`config.mk`:
```
export PLATFORM = sky130hd
export DESIGN_NAME = move_jogadores_flat
export DESIGN_NICKNAME = d
export VERILOG_FILES = /design/src/rtl/move_jogadores_if.sv /design/src/rtl/move_jogadores.sv /design/src/flat_wrapper.sv
export SDC_FILE = /design/constraint.sdc
export NUM_CORES = 1
export LEC_CHECK = 0
export CORE_UTILIZATION = 56
export DETAILED_ROUTE_END_ITERATION = 12
export PLACE_DENSITY = 0.8
export SYNTH_ARGS = -nofsm -noshare
export SYNTH_HDL_FRONTEND = slang
export SYNTH_SLANG_ARGS = --single-unit
```
`constraint.sdc`:
```
create_clock -name clk -period 4.2 [get_ports clk]
set_input_delay 1.26 -clock clk [delete_from_list [all_inputs] [get_ports clk]]
set_output_delay 1.26 -clock clk [all_outputs]
set_load 0.01 [all_outputs]
```
`src/rtl/move_jogadores_if.sv`:
```
// move_jogadores_if: button inputs and game-state outputs of the two-player board mover
interface move_jogadores_if;
    logic       botao1;
    logic       botao2;
    logic       botao3;
    logic       botao4;
    logic [3:0] memoria1;
    logic [3:0] memoria2;
    logic       vez;
    logic [2:0] passo;
    logic       movimento;
    logic       bloqueado;
    logic       fim;
    logic       vencedor;

    modport master (
        output botao1, botao2, botao3, botao4,
        input  memoria1, memoria2, vez, passo, movimento, bloqueado, fim, vencedor
    );

    modport slave (
        input  botao1, botao2, botao3, botao4,
        output memoria1, memoria2, vez, passo, movimento, bloqueado, fim, vencedor
    );
endinterface

```
`src/rtl/move_jogadores.sv`:
```
// move_jogadores: turn-based two-player board mover with step sequence, saturation, collision and win detection
module move_jogadores (
    input logic            clk,
    input logic            rst,
    move_jogadores_if.slave bus
);
    typedef enum logic {S_PLAY, S_OVER} state_t;

    state_t     r_state;
    state_t     w_next;
    logic [3:0] r_s1;
    logic [3:0] r_s2;
    logic [3:0] r_s3;
    logic [3:0] r_m1;
    logic [3:0] r_m2;
    logic [2:0] r_idx;
    logic       r_vez;
    logic       r_mov;
    logic       r_bloq;
    logic       r_venc;

    logic [3:0] w_edge;
    logic       w_adv;
    logic       w_ret;
    logic       w_accept;
    logic       w_up;
    logic [2:0] w_passo;
    logic [3:0] w_pos;
    logic [3:0] w_opp;
    logic [4:0] w_sum;
    logic [4:0] w_dif;
    logic [3:0] w_tgt;
    logic       w_blk;
    logic [3:0] w_new;
    logic       w_win;

    // bit 0..3 of the edge vector correspond to botao1..botao4
    assign w_edge   = r_s2 & ~r_s3;
    assign w_adv    = r_vez ? w_edge[0] : w_edge[2];
    assign w_ret    = r_vez ? w_edge[1] : w_edge[3];
    // pressing both buttons of the active player together cancels the move
    assign w_accept = (r_state == S_PLAY) & (w_adv ^ w_ret);
    // player 1 advances upward, player 2 advances downward
    assign w_up     = r_vez ? w_ret : w_adv;
    assign w_passo  = (r_idx == 3'd0 || r_idx == 3'd5) ? 3'd1 :
                      (r_idx == 3'd1 || r_idx == 3'd4) ? 3'd2 :
                      (r_idx == 3'd2 || r_idx == 3'd3) ? 3'd3 : 3'd0;
    assign w_pos    = r_vez ? r_m2 : r_m1;
    assign w_opp    = r_vez ? r_m1 : r_m2;
    assign w_sum    = {1'b0, w_pos} + {2'b00, w_passo};
    assign w_dif    = {1'b0, w_pos} - {2'b00, w_passo};
    assign w_tgt    = w_up ? (w_sum[4] ? 4'd15 : w_sum[3:0]) : (w_dif[4] ? 4'd0 : w_dif[3:0]);
    assign w_blk    = w_tgt == w_opp;
    assign w_new    = w_blk ? w_pos : w_tgt;
    assign w_win    = w_accept & (r_vez ? (w_new == 4'd0) : (w_new == 4'd15));

    // game state register: playing until someone reaches the far end
    always_ff @(posedge clk or posedge rst) begin
        if (rst) r_state <= S_PLAY;
        else     r_state <= w_next;
    end

    // next game state: a winning move ends the game; only reset restarts it
    always_comb begin
        w_next = r_state;
        if (r_state == S_PLAY && w_win) w_next = S_OVER;
    end

    // game state outputs
    always_comb begin
        bus.fim = r_state == S_OVER;
    end

    // synchronizers, edge flops, positions, turn, step index and pulses
    always_ff @(posedge clk or posedge rst) begin
        if (rst) begin
            r_s1   <= '0;
            r_s2   <= '0;
            r_s3   <= '0;
            r_m1   <= 4'd0;
            r_m2   <= 4'd15;
            r_idx  <= 3'd0;
            r_vez  <= 1'b0;
            r_mov  <= 1'b0;
            r_bloq <= 1'b0;
            r_venc <= 1'b0;
        end else begin
            r_s1   <= {bus.botao4, bus.botao3, bus.botao2, bus.botao1};
            r_s2   <= r_s1;
            r_s3   <= r_s2;
            r_mov  <= w_accept;
            r_bloq <= w_accept & w_blk;
            if (w_accept) begin
                r_vez <= ~r_vez;
                r_idx <= (r_idx == 3'd6) ? 3'd0 : r_idx + 3'd1;
                if (r_vez) r_m2 <= w_new;
                else       r_m1 <= w_new;
            end
            if (w_win) r_venc <= r_vez;
        end
    end

    assign bus.memoria1  = r_m1;
    assign bus.memoria2  = r_m2;
    assign bus.vez       = r_vez;
    assign bus.passo     = w_passo;
    assign bus.movimento = r_mov;
    assign bus.bloqueado = r_bloq;
    assign bus.vencedor  = r_venc;
endmodule
```
`src/flat_wrapper.sv`:
```
// flat-port wrapper written by rule: the top's interface ports become plain ports
module move_jogadores_flat 
  (clk, rst, bus_botao1, bus_botao2, bus_botao3, bus_botao4, bus_memoria1, bus_memoria2, bus_vez, bus_passo, bus_movimento, bus_bloqueado, bus_fim, bus_vencedor);
  move_jogadores_if bus_i ();
  input logic clk;
  input logic rst;
  input wire logic [$bits(bus_i.botao1)-1:0] bus_botao1;
  input wire logic [$bits(bus_i.botao2)-1:0] bus_botao2;
  input wire logic [$bits(bus_i.botao3)-1:0] bus_botao3;
  input wire logic [$bits(bus_i.botao4)-1:0] bus_botao4;
  output wire logic [$bits(bus_i.memoria1)-1:0] bus_memoria1;
  output wire logic [$bits(bus_i.memoria2)-1:0] bus_memoria2;
  output wire logic [$bits(bus_i.vez)-1:0] bus_vez;
  output wire logic [$bits(bus_i.passo)-1:0] bus_passo;
  output wire logic [$bits(bus_i.movimento)-1:0] bus_movimento;
  output wire logic [$bits(bus_i.bloqueado)-1:0] bus_bloqueado;
  output wire logic [$bits(bus_i.fim)-1:0] bus_fim;
  output wire logic [$bits(bus_i.vencedor)-1:0] bus_vencedor;
  assign bus_i.botao1 = bus_botao1;
  assign bus_i.botao2 = bus_botao2;
  assign bus_i.botao3 = bus_botao3;
  assign bus_i.botao4 = bus_botao4;
  assign bus_memoria1 = bus_i.memoria1;
  assign bus_memoria2 = bus_i.memoria2;
  assign bus_vez = bus_i.vez;
  assign bus_passo = bus_i.passo;
  assign bus_movimento = bus_i.movimento;
  assign bus_bloqueado = bus_i.bloqueado;
  assign bus_fim = bus_i.fim;
  assign bus_vencedor = bus_i.vencedor;
  move_jogadores u_core (.clk(clk), .rst(rst), .bus(bus_i));
endmodule
```
==> flow_summary.toml <==
[outcome]
status = "complete, no violations"

[yosys]
synth_cell_types = 57
ys_top_cells_by_count = "24 x dfrtp_1, 13 x mux2i_1, 11 x nand2_1"
synth-main-ff-cell = "dfrtp_1"
syn_avg_cell_area_sq_um = 10.82
synth-seq-area-share = 0.3790
yosysTopAreaCell = "dfrtp_1"
yosysMostFrequentCell = "dfrtp_1"
yosysTopAreaCellShare = 0.3226
syn_inst = 172
synth_warnings = 0
yosys-top-cells-area = "dfrtp_1 32%, mux2i_1 7.0%, mux2_4 6.5%"
async_flop_share = 1.000
synth-edff-count = 0
ys_seq_elements = 28
synthesis.area_sq_um = 1862
syn_nets = 184

[die]
fp.dieH_um = 59.66
die_w_um = 59.66
dieArea_sq_um = 3559
core_sq_um = 3103
row_count = 20
start_util = 0.6000
num_io_pins = 22

[critical_path]
arrival_ps = 3990
worstRegToRegCells = 10
endpoint_kind = "flip-flop"
cp_data_required_time_ps = 4440
critical-path-slowest-cell = "or4_1"
criticalPathCategory = "reg2reg"
crit_path_max_incr_delay_ps = 580
crit_top_cell = "mux2_4"
cp-start-kind = "flip-flop"
rrSetupSlack_ps = 450
r2r_end = "u_core.bus.memoria1[2]$_DFFE_PP0P_"
r2r_start = "u_core.r_idx[0]$_DFFE_PP0P_"
path_max_fanout = 6
crit_chain = "nor2_1 -> xor2_1 -> inv_1 -> fa_1 -> or4_1 -> mux2i_1 -> mux2_4 -> a311oi_4 -> a21oi_4 -> mux2_4"

[global_route]
grt_max_degree = 29
grt_overflow = 0
track_usage = 0.2472
grt_first_pass_wirelength_mm = 6.382
antenna_found_initial = 0
first_global_vias = 1377

[finish]
antennaDiodeCount = 0
finish.utilization = 0.6879
syn2layout_area_growth_pct = 14.65
finalNetCount = 203
drive_above_1_share = 0.1579

[run]
drv_cap = 0

[timing]
fin_tns_setup_ps = 0
max_slew.worst_pin.slew_ps = 1050
post-route-period-util = 0.8937
fin_ws_ps = 446.3
rsz0062_at_grt = "no"
fin_skew_ps = 1.840
finalCriticalPeriod_ps = 3754
setup_viol = 0
max_slew_margin = 0.2992
finalMaxSlewViolations = 0
fmax_ghz = 0.2664
finalHoldViolCount = 0

[clock_tree]
ctsResizeCount = 0
clk_latency_ps = 330
htreeDepth = 1
numCtsBuffers = 3
cts_setup_buffers = 0
cts_hold_buffers = 0
clk_pin_slew_ps = 150
clk_path_buf_depth = 2
cts_tree = "done"
cts-root-buf = "clkbuf_4"
clock_sinks = 28

[detailed_routing]
viasPerCell = 5.957
wl_per_cell_um = 16.69
drc_errors = 0
drtAntennaViolNets = 0
routed.top_layer = "met4"
drtPass1Iterations = 4
wl_mm = 3.905
drt_iter0_markers = 110
met2_wirelength_mm = 1.987
dr_total_vias = 1394
wl_met1_mm = 1.718
met3_length_um = 150

[hold_path]
hp-start = "u_core.r_s1[3]$_DFF_PP0_"
hold-path-endpoint = "u_core.r_s2[3]$_DFF_PP0_"
hp-class = "reg2reg"
hold_depth = 0

[placement]
place_hpwl_mm = 2.838
portBuffers = 20
pre_cts_slack_ps = 525.7
place.gp.congestion = 0.8681
[flip-flops by register name (all words and copies together), names as in the netlist]
name	flops
u_core.bus.bloqueado	1
u_core.bus.fim	1
u_core.bus.memoria1	4
u_core.bus.memoria2	4
u_core.bus.movimento	1
u_core.bus.vencedor	1
u_core.bus.vez	1
u_core.r_idx	3
u_core.r_s1	4
u_core.r_s2	4
u_core.r_s3	4
[worst max-delay path by stage]
stage	from	end	cells after the start
after floorplan	u_core.bus.vez$_DFFE_PP0P_	u_core.bus.vencedor$_DFFE_PP0P_	12
final	u_core.r_idx[0]$_DFFE_PP0P_	u_core.bus.memoria1[2]$_DFFE_PP0P_	10
after CTS	u_core.r_idx[0]$_DFFE_PP0P_	u_core.bus.memoria1[2]$_DFFE_PP0P_	10
after detailed placement	u_core.r_idx[0]$_DFFE_PP0P_	u_core.bus.memoria1[2]$_DFFE_PP0P_	10
after global routing	u_core.r_idx[0]$_DFFE_PP0P_	u_core.bus.vencedor$_DFFE_PP0P_	10
after global placement	u_core.r_idx[0]$_DFFE_PP0P_	u_core.bus.vencedor$_DFFE_PP0P_	10
[critical path, delay by kind of cell, from the launching register on]
kind | cells | cell delay (ps)
mux | 3 | 870
simple gates | 2 | 720
compound gates | 2 | 650
fa+ha+maj | 1 | 550
flops | 1 | 450
xor+xnor | 1 | 240
buf+inv | 1 | 170
[area by class of cell]
type                            instances  area (sq um)
Sequential cell                        28         705.7
Clock buffer                            3         22.52
Timing Repair Buffer                   22         215.2
Fill cell                             266         968.4
Tap cell                               44         55.05
Inverter                               10         37.54
Multi-Input combinational cell        126          1069
Clock inverter                          1         30.03
[per-stage QoR]
step	instance area, sq um	instances	hold WS [ps]
2_1_floorplan	1862	172	331.2
3_3_place_gp	2082	230	333.2
3_5_place_dp	2082	230	337.8
4_1_cts	2135	234	374.4
5_1_grt	2135	234	379.3
6_report	2135	234	369.2
[routing by layer]
metal | vias to the layer above | GRT usage
met5 | - | 0
met4 | 0 | 0.1063
met3 | 7 | 0.02814
met2 | 48 | 0.4095
met1 | 689 | 0.3281
li1 | 650 | -
[kinds of logic after synthesis]
group / count (synthesis) / share of synthesized area
other: 1 / 0.002014
DFF: 28 / 0.3790
muxes: 25 / 0.1667
adders and majority gates: 6 / 0.04839
and+or+nand+nor: 57 / 0.1868
buffers and inverters: 18 / 0.04704
xor gates and xnor gates: 8 / 0.03764
AOI/OAI and AO/OA: 29 / 0.1324
[placed cells by master, fill, tap and decap left out, types with 3 or more instances in the layout]
cell	instances
nand2_1	11
inv_1	10
mux2_4	8
nor2_1	8
clkbuf_4	3
nor3_1	5
o21ai_0	5
ha_1	4
nand3b_1	3
nand4_1	3
nor2b_1	7
and3b_1	3
clkdlybuf4s50_1	20
mux2i_1	13
dfrtp_1	24
dfstp_2	4
xnor2_1	6
nand3_1	3
Power is left out: the tool's default activity adds up to more than one toggle a clock period on the data nets, which glitch-free logic cannot reach.
